[src/rtl/cordic_job_scheduler.sv]
`default_nettype none
// ============================================================================
//  Module      : cordic_job_scheduler
//  Description : Shares one free-running, fixed-latency pipelined CORDIC
//                datapath between two requesters. Jobs are arbitrated
//                round-robin and tagged with the requester id in a shadow tag
//                pipeline. Returning results are steered into per-requester
//                response FIFOs. Credits cover both in-flight jobs and queued
//                results, so a result always has a FIFO slot when it returns.
//                A halt/drain state machine stops issuing and reports when
//                the datapath is empty.
//  Ports       : clk, rst (async, active high)
//                req{0,1}_valid/ready/x/y/mode : job request handshakes
//                dp_valid/x/y/mode (registered) : job to datapath
//                dp_res_a/b                     : datapath results, LAT later
//                rsp{0,1}_valid/ready/a/b       : response handshakes
//                halt / halted                  : stop-and-drain control
//  Revision    : 1.0 - initial release
// ============================================================================
module cordic_job_scheduler #(
    parameter int DW         = 16,
    parameter int LAT        = 9,
    parameter int FIFO_DEPTH = 4
) (
    input  logic          clk,
    input  logic          rst,
    input  logic          req0_valid,
    output logic          req0_ready,
    input  logic [DW-1:0] req0_x,
    input  logic [DW-1:0] req0_y,
    input  logic          req0_mode,
    input  logic          req1_valid,
    output logic          req1_ready,
    input  logic [DW-1:0] req1_x,
    input  logic [DW-1:0] req1_y,
    input  logic          req1_mode,
    output logic          dp_valid,
    output logic [DW-1:0] dp_x,
    output logic [DW-1:0] dp_y,
    output logic          dp_mode,
    input  logic [DW-1:0] dp_res_a,
    input  logic [DW-1:0] dp_res_b,
    output logic          rsp0_valid,
    input  logic          rsp0_ready,
    output logic [DW-1:0] rsp0_a,
    output logic [DW-1:0] rsp0_b,
    output logic          rsp1_valid,
    input  logic          rsp1_ready,
    output logic [DW-1:0] rsp1_a,
    output logic [DW-1:0] rsp1_b,
    input  logic          halt,
    output logic          halted
);

    localparam int c_CW = $clog2(FIFO_DEPTH + 1);
    localparam int c_SW = c_CW + 1;
    localparam int c_PW = (FIFO_DEPTH > 1) ? $clog2(FIFO_DEPTH) : 1;
    localparam logic [c_SW-1:0] c_DEPTH   = c_SW'(FIFO_DEPTH);
    localparam logic [c_PW-1:0] c_PTR_MAX = c_PW'(FIFO_DEPTH - 1);

    typedef enum logic [1:0] {
        S_RUN    = 2'd0,
        S_DRAIN  = 2'd1,
        S_HALTED = 2'd2
    } state_t;

    state_t          r_state;
    logic            r_halted;
    logic            r_last_grant;
    logic            r_dp_valid;
    logic [DW-1:0]   r_dp_x;
    logic [DW-1:0]   r_dp_y;
    logic            r_dp_mode;
    logic            r_dp_id;
    logic [LAT-1:0]  r_tag_v;
    logic [LAT-1:0]  r_tag_id;

    logic [LAT:0]    w_tag_v_sh;
    logic [LAT:0]    w_tag_id_sh;
    logic            w_exit_v;
    logic            w_exit_id;
    logic            w_run;
    logic [1:0]      w_req_valid;
    logic [1:0]      w_rsp_ready;
    logic [1:0]      w_credit_ok;
    logic [1:0]      w_idle_nxt;
    logic [1:0]      w_elig;
    logic [1:0]      w_grant;
    logic [1:0]      w_rsp_valid;
    logic [DW-1:0]   w_rsp_a [2];
    logic [DW-1:0]   w_rsp_b [2];

    assign w_req_valid = {req1_valid, req0_valid};
    assign w_rsp_ready = {rsp1_ready, rsp0_ready};

    // ------------------------------------------------------------------
    // Arbitration. A requester is only eligible while the FSM is in RUN
    // and halt is low, so the cycle that samples halt high grants nothing.
    // ------------------------------------------------------------------
    assign w_run  = (r_state == S_RUN) && !halt;
    assign w_elig = w_req_valid & w_credit_ok & {2{w_run}};

    always_comb begin
        w_grant = 2'b00;
        if (&w_elig) begin
            // Both eligible: favour the one that was not granted last.
            w_grant = r_last_grant ? 2'b01 : 2'b10;
        end else begin
            w_grant = w_elig;
        end
    end

    assign req0_ready = w_grant[0];
    assign req1_ready = w_grant[1];

    // ------------------------------------------------------------------
    // Issue register towards the datapath. Operands hold when idle.
    // ------------------------------------------------------------------
    always_ff @(posedge clk or posedge rst) begin
        if (rst) begin
            r_dp_valid   <= 1'b0;
            r_dp_x       <= '0;
            r_dp_y       <= '0;
            r_dp_mode    <= 1'b0;
            r_dp_id      <= 1'b0;
            r_last_grant <= 1'b1;
        end else begin
            r_dp_valid <= |w_grant;
            if (|w_grant) begin
                r_dp_x       <= w_grant[1] ? req1_x    : req0_x;
                r_dp_y       <= w_grant[1] ? req1_y    : req0_y;
                r_dp_mode    <= w_grant[1] ? req1_mode : req0_mode;
                r_dp_id      <= w_grant[1];
                r_last_grant <= w_grant[1];
            end
        end
    end

    assign dp_valid = r_dp_valid;
    assign dp_x     = r_dp_x;
    assign dp_y     = r_dp_y;
    assign dp_mode  = r_dp_mode;

    // ------------------------------------------------------------------
    // Shadow tag pipeline: the last stage lines up with dp_res_* for the
    // job that was on dp_* LAT cycles earlier. Clearing it on reset is what
    // makes stale datapath results harmless.
    // ------------------------------------------------------------------
    assign w_tag_v_sh  = {r_tag_v,  r_dp_valid};
    assign w_tag_id_sh = {r_tag_id, r_dp_id};

    always_ff @(posedge clk or posedge rst) begin
        if (rst) begin
            r_tag_v  <= '0;
            r_tag_id <= '0;
        end else begin
            r_tag_v  <= w_tag_v_sh[LAT-1:0];
            r_tag_id <= w_tag_id_sh[LAT-1:0];
        end
    end

    assign w_exit_v  = r_tag_v[LAT-1];
    assign w_exit_id = r_tag_id[LAT-1];

    // ------------------------------------------------------------------
    // Per-requester credit tracking and response FIFO.
    // ------------------------------------------------------------------
    for (genvar i = 0; i < 2; i++) begin : g_req
        logic [c_CW-1:0] r_inflight;
        logic [c_CW-1:0] w_inflight_nxt;
        logic [c_CW-1:0] r_count;
        logic [c_PW-1:0] r_wr_ptr;
        logic [c_PW-1:0] r_rd_ptr;
        logic [DW-1:0]   r_mem_a [FIFO_DEPTH];
        logic [DW-1:0]   r_mem_b [FIFO_DEPTH];
        logic            w_issue;
        logic            w_push;
        logic            w_pop;

        assign w_issue = w_grant[i];
        assign w_push  = w_exit_v && (w_exit_id == 1'(i));
        assign w_pop   = (r_count != '0) && w_rsp_ready[i];

        always_comb begin
            w_inflight_nxt = r_inflight;
            if (w_issue && !w_push) begin
                w_inflight_nxt = r_inflight + c_CW'(1);
            end else if (!w_issue && w_push) begin
                w_inflight_nxt = r_inflight - c_CW'(1);
            end
        end

        // Every job holds one credit from issue until its result is popped.
        assign w_credit_ok[i] = ({1'b0, r_inflight} + {1'b0, r_count}) < c_DEPTH;
        assign w_idle_nxt[i]  = (w_inflight_nxt == '0);

        always_ff @(posedge clk or posedge rst) begin
            if (rst) begin
                r_inflight <= '0;
                r_count    <= '0;
                r_wr_ptr   <= '0;
                r_rd_ptr   <= '0;
            end else begin
                r_inflight <= w_inflight_nxt;
                if (w_push) begin
                    r_wr_ptr <= (r_wr_ptr == c_PTR_MAX) ? '0 : r_wr_ptr + c_PW'(1);
                end
                if (w_pop) begin
                    r_rd_ptr <= (r_rd_ptr == c_PTR_MAX) ? '0 : r_rd_ptr + c_PW'(1);
                end
                if (w_push && !w_pop) begin
                    r_count <= r_count + c_CW'(1);
                end else if (w_pop && !w_push) begin
                    r_count <= r_count - c_CW'(1);
                end
            end
        end

        // Storage needs no reset: r_count gates visibility of every entry.
        always_ff @(posedge clk) begin
            if (w_push) begin
                r_mem_a[r_wr_ptr] <= dp_res_a;
                r_mem_b[r_wr_ptr] <= dp_res_b;
            end
        end

        assign w_rsp_valid[i] = (r_count != '0);
        assign w_rsp_a[i]     = r_mem_a[r_rd_ptr];
        assign w_rsp_b[i]     = r_mem_b[r_rd_ptr];
    end

    assign rsp0_valid = w_rsp_valid[0];
    assign rsp0_a     = w_rsp_a[0];
    assign rsp0_b     = w_rsp_b[0];
    assign rsp1_valid = w_rsp_valid[1];
    assign rsp1_a     = w_rsp_a[1];
    assign rsp1_b     = w_rsp_b[1];

    // ------------------------------------------------------------------
    // Halt/drain FSM. DRAIN looks at the post-update in-flight counts so
    // halted rises in the cycle right after the last tag leaves.
    // ------------------------------------------------------------------
    always_ff @(posedge clk or posedge rst) begin
        if (rst) begin
            r_state  <= S_RUN;
            r_halted <= 1'b0;
        end else begin
            case (r_state)
                S_RUN: begin
                    if (halt) begin
                        r_state <= S_DRAIN;
                    end
                end
                S_DRAIN: begin
                    if (!halt) begin
                        r_state <= S_RUN;
                    end else if (&w_idle_nxt) begin
                        r_state  <= S_HALTED;
                        r_halted <= 1'b1;
                    end
                end
                S_HALTED: begin
                    if (!halt) begin
                        r_state  <= S_RUN;
                        r_halted <= 1'b0;
                    end
                end
                default: begin
                    r_state  <= S_RUN;
                    r_halted <= 1'b0;
                end
            endcase
        end
    end

    assign halted = r_halted;

endmodule
`default_nettype wire

[config.mk]
export PLATFORM = sky130hd
export DESIGN_NAME = cordic_job_scheduler
export DESIGN_NICKNAME = d
export VERILOG_FILES = /design/src/rtl/cordic_job_scheduler.sv
export SDC_FILE = /design/constraint.sdc
export NUM_CORES = 1
export LEC_CHECK = 0
export CAP_MARGIN = 10
export CELL_PAD_IN_SITES_DETAIL_PLACEMENT = 0
export CELL_PAD_IN_SITES_GLOBAL_PLACEMENT = 1
export CORE_UTILIZATION = 37
export CTS_BUF_LIST = sky130_fd_sc_hd__clkbuf_8
export DETAILED_ROUTE_END_ITERATION = 12
export GPL_TIMING_DRIVEN = 0
export PLACE_DENSITY = 0.78
export RECOVER_POWER = 25
export SYNTH_ARGS = -nofsm -noshare
export SYNTH_HDL_FRONTEND = slang
export SYNTH_SLANG_ARGS = --single-unit
[constraint.sdc]
create_clock -name clk -period 6.7 [get_ports clk]
set_input_delay 1.005 -clock clk [delete_from_list [all_inputs] [get_ports clk]]
set_output_delay 1.005 -clock clk [all_outputs]
set_load 0.02 [all_outputs]
==> reports/results.txt <==
status = complete, but fails checks
failing checks = capacitance limit, slew limit
Slew @ Worst Pin = 1.75 ns
Layout area overhead = 30.3%
HPWL after detailed placement = 17.7 mm
period utilization = 0.707
Top Usage Layer GRT = met2
EDFF count, synth = 256
Final Hold Viols = 0
Post-DRT Antenna Nets = 0
CP Data Arrival Time = 3.73 ns
Clock Sinks = 333
Post-CTS Resized = 0
Mapped Area = 12700 um2
Placer Congestion = 0.730
initial antenna violation count = 2
Skew-Pair Late Insertion Delay = 0.59 ns
most common cell after layout, fill and taps aside = edfxtp_1
IO Count = 208
LEAKAGE = 0.00584 uW
final WL = 27.6 mm
max_slew headroom = -0.173
drc violations = 0
fmax = 0.211 GHz
average cell area after synthesis = 19.1 um2
Synth area leaders = edfxtp_1, dfrtp_1, mux4_2
net count after synthesis = 792
Final Critical Period = 4.73 ns
GRT overflow = 0
max capacitance violation total = 1
area share of the largest cell type after synthesis = 0.606
Place WS = 1.92 ns
drt pass-1 iters = 4
Final nets = 1065
number of global-route vias before repair = 7605
critical path class = in -> out
Die X = 187 um
final setup margin = 1.97 ns
crit start category = input pin
largest net degree at the start of global routing = 43
power per cell area = 411 nW/um2
critical path peak fanout = 10
setup skew after layout = 0.0247 ns
routed len/inst = 19.3 um
FF+latch count, synth = 333
met3 Resource Use GR = 0.0428
I/O Buffers = 207
total CTS buffers = 55
Cell variety after synth = 50
Yosys warnings = 0
routed vias/inst = 4.87
drt first-iter violations = 334
H-tree depth = 2
FP Rows = 67
CTS tree = done
Die Ht = 187 um
Seq/Total Area, Yosys = 0.758
Starting Density = 0.377
CORE AREA = 33600 um2
required time worst endpoint = 5.69 ns
hold_buf cts = 0
Via Count = 6974
first-pass GRT wire length = 43.4 mm
Clock Path Buffers = 3
met1 Use GR = 0.213
most frequent cells in the layout = edfxtp_1, clkdlybuf4s50_1, dfrtp_1
Crit. End Element = primary output
Final setup viols = 0
setup bufs post-CTS = 0
Synth area leader = edfxtp_1
max-slew violation count = 36
final setup TNS = 0 ns
Worst VDD drop = 0.240 mV
GRT Total Usage = 0.161
Die Area = 35000 um2
RSZ-0062 raised after global routing = no
Post-Syn Instances = 665
Min-Delay Path Class = reg -> reg
asr flop ratio synth = 0.231
M2 GR Usage = 0.263
Worst-path clk slew = 0.06 ns
Clock Tree Root = clkbuf_8
Top FF cell, synth = edfxtp_1
share of cells above drive strength 1 = 0.176
-- cells in the mapped netlist (4+ instances only) --
library cell / count
xnor2_1: 4
or3_1: 6
clkbuf_1: 18
edfxtp_1: 256
o22ai_1: 35
nand3_1: 6
dfrtp_1: 76
nor2_1: 72
mux4_2: 64
nand2_1: 10
xor2_1: 5
mux2_2: 4
buf_1: 8
o21ai_0: 6
ha_1: 20
inv_1: 19
and3_1: 8
and2_1: 4
-- layout make-up --
type / count / area [um2]
well taps: 448 / 561
diodes: 1 / 2.50
clock inverters: 45 / 229
inverters: 19 / 72.6
clock buffers: 57 / 785
flip-flops and latches: 333 / 9620
repair buffers: 216 / 2260
fillers: 2783 / 17100
plain buffers: 26 / 97.6
multi-input cells: 287 / 2910
-- registers in the layout, indices dropped and copies added, names as in the netlist, 6 cells and up --
signal            cells
dp_x                 16
dp_y                 16
g_req.r_count         6
g_req.r_inflight      6
g_req.r_mem_a       128
g_req.r_mem_b       128
r_tag_id              9
r_tag_v               9
-- metrics by stage --
| stage | hold slack [ns] | power (uW) | cell area [um2] | util | instances |
|---|---|---|---|---|---|
| floorplan | 0.331 | 4140 | 12700 | - | 665 |
| global placement | 0.333 | 5190 | 15300 | 0.456 | 1320 |
| detailed placement | 0.336 | 5240 | 15500 | 0.462 | 1329 |
| CTS | 0.346 | 6890 | 16500 | 0.492 | 1431 |
| global route | 0.346 | 7160 | 16500 | 0.492 | 1431 |
| finish | 0.345 | 6790 | 16500 | 0.492 | 1432 |
-- kinds of logic (layout without fill, tap and decap cells) --
| logic type | after synthesis | after routing | synth area share |
|---|---|---|---|
| other | 0 | 1 | 0 |
| AOI/OAI and AO/OA | 59 | 59 | 0.0317 |
| and+or+nand+nor | 128 | 128 | 0.0501 |
| buffers and inverters | 45 | 363 | 0.0133 |
| DFF | 333 | 333 | 0.758 |
| xor gates and xnor gates | 9 | 9 | 0.00621 |
| muxes | 68 | 68 | 0.117 |
| adders and majority gates | 23 | 23 | 0.0237 |
-- worst max-delay path, cell delays in order --
cell	delay, ns
clkdlybuf4s50_1	0.52
or4b_1	0.50
nor3_2	0.24
nand2_1	0.30
clkbuf_1	0.34
inv_1	0.17
clkdlybuf4s50_1	0.65
-- final timing paths --
kind	cells after the start	slack, ns	startpoint	to
worst max-delay path	7	1.97	req0_valid	req0_ready
worst min-delay path	0	0.34	r_tag_v[6]	r_tag_v[7]
worst max register to register	7	3.85	g_req[1].r_inflight[2]	halted
worst min register to register	0	0.34	r_tag_v[6]	r_tag_v[7]
max in group asynchronous	3	4.54	rst	dp_x[3]
min in group asynchronous	2	1.31	rst	halted
-- layer usage --
layer  routed length, um  vias to the layer above
met4                 402                        2
met3                2140                       44
li1                    -                     3192
met1               11800                     3485
met5                  12                        -
met2               13300                      251
-- power by group --
part           total (uW)  leakage (uW)  internal [uW]  switching (uW)
clock                1630      0.000601            835             797
sequential           2690       0.00321           2530             161
combinational        2470       0.00203           1180            1290
total                6790       0.00584           4540            2250
Note: power is estimated with default switching activity, not from simulation.
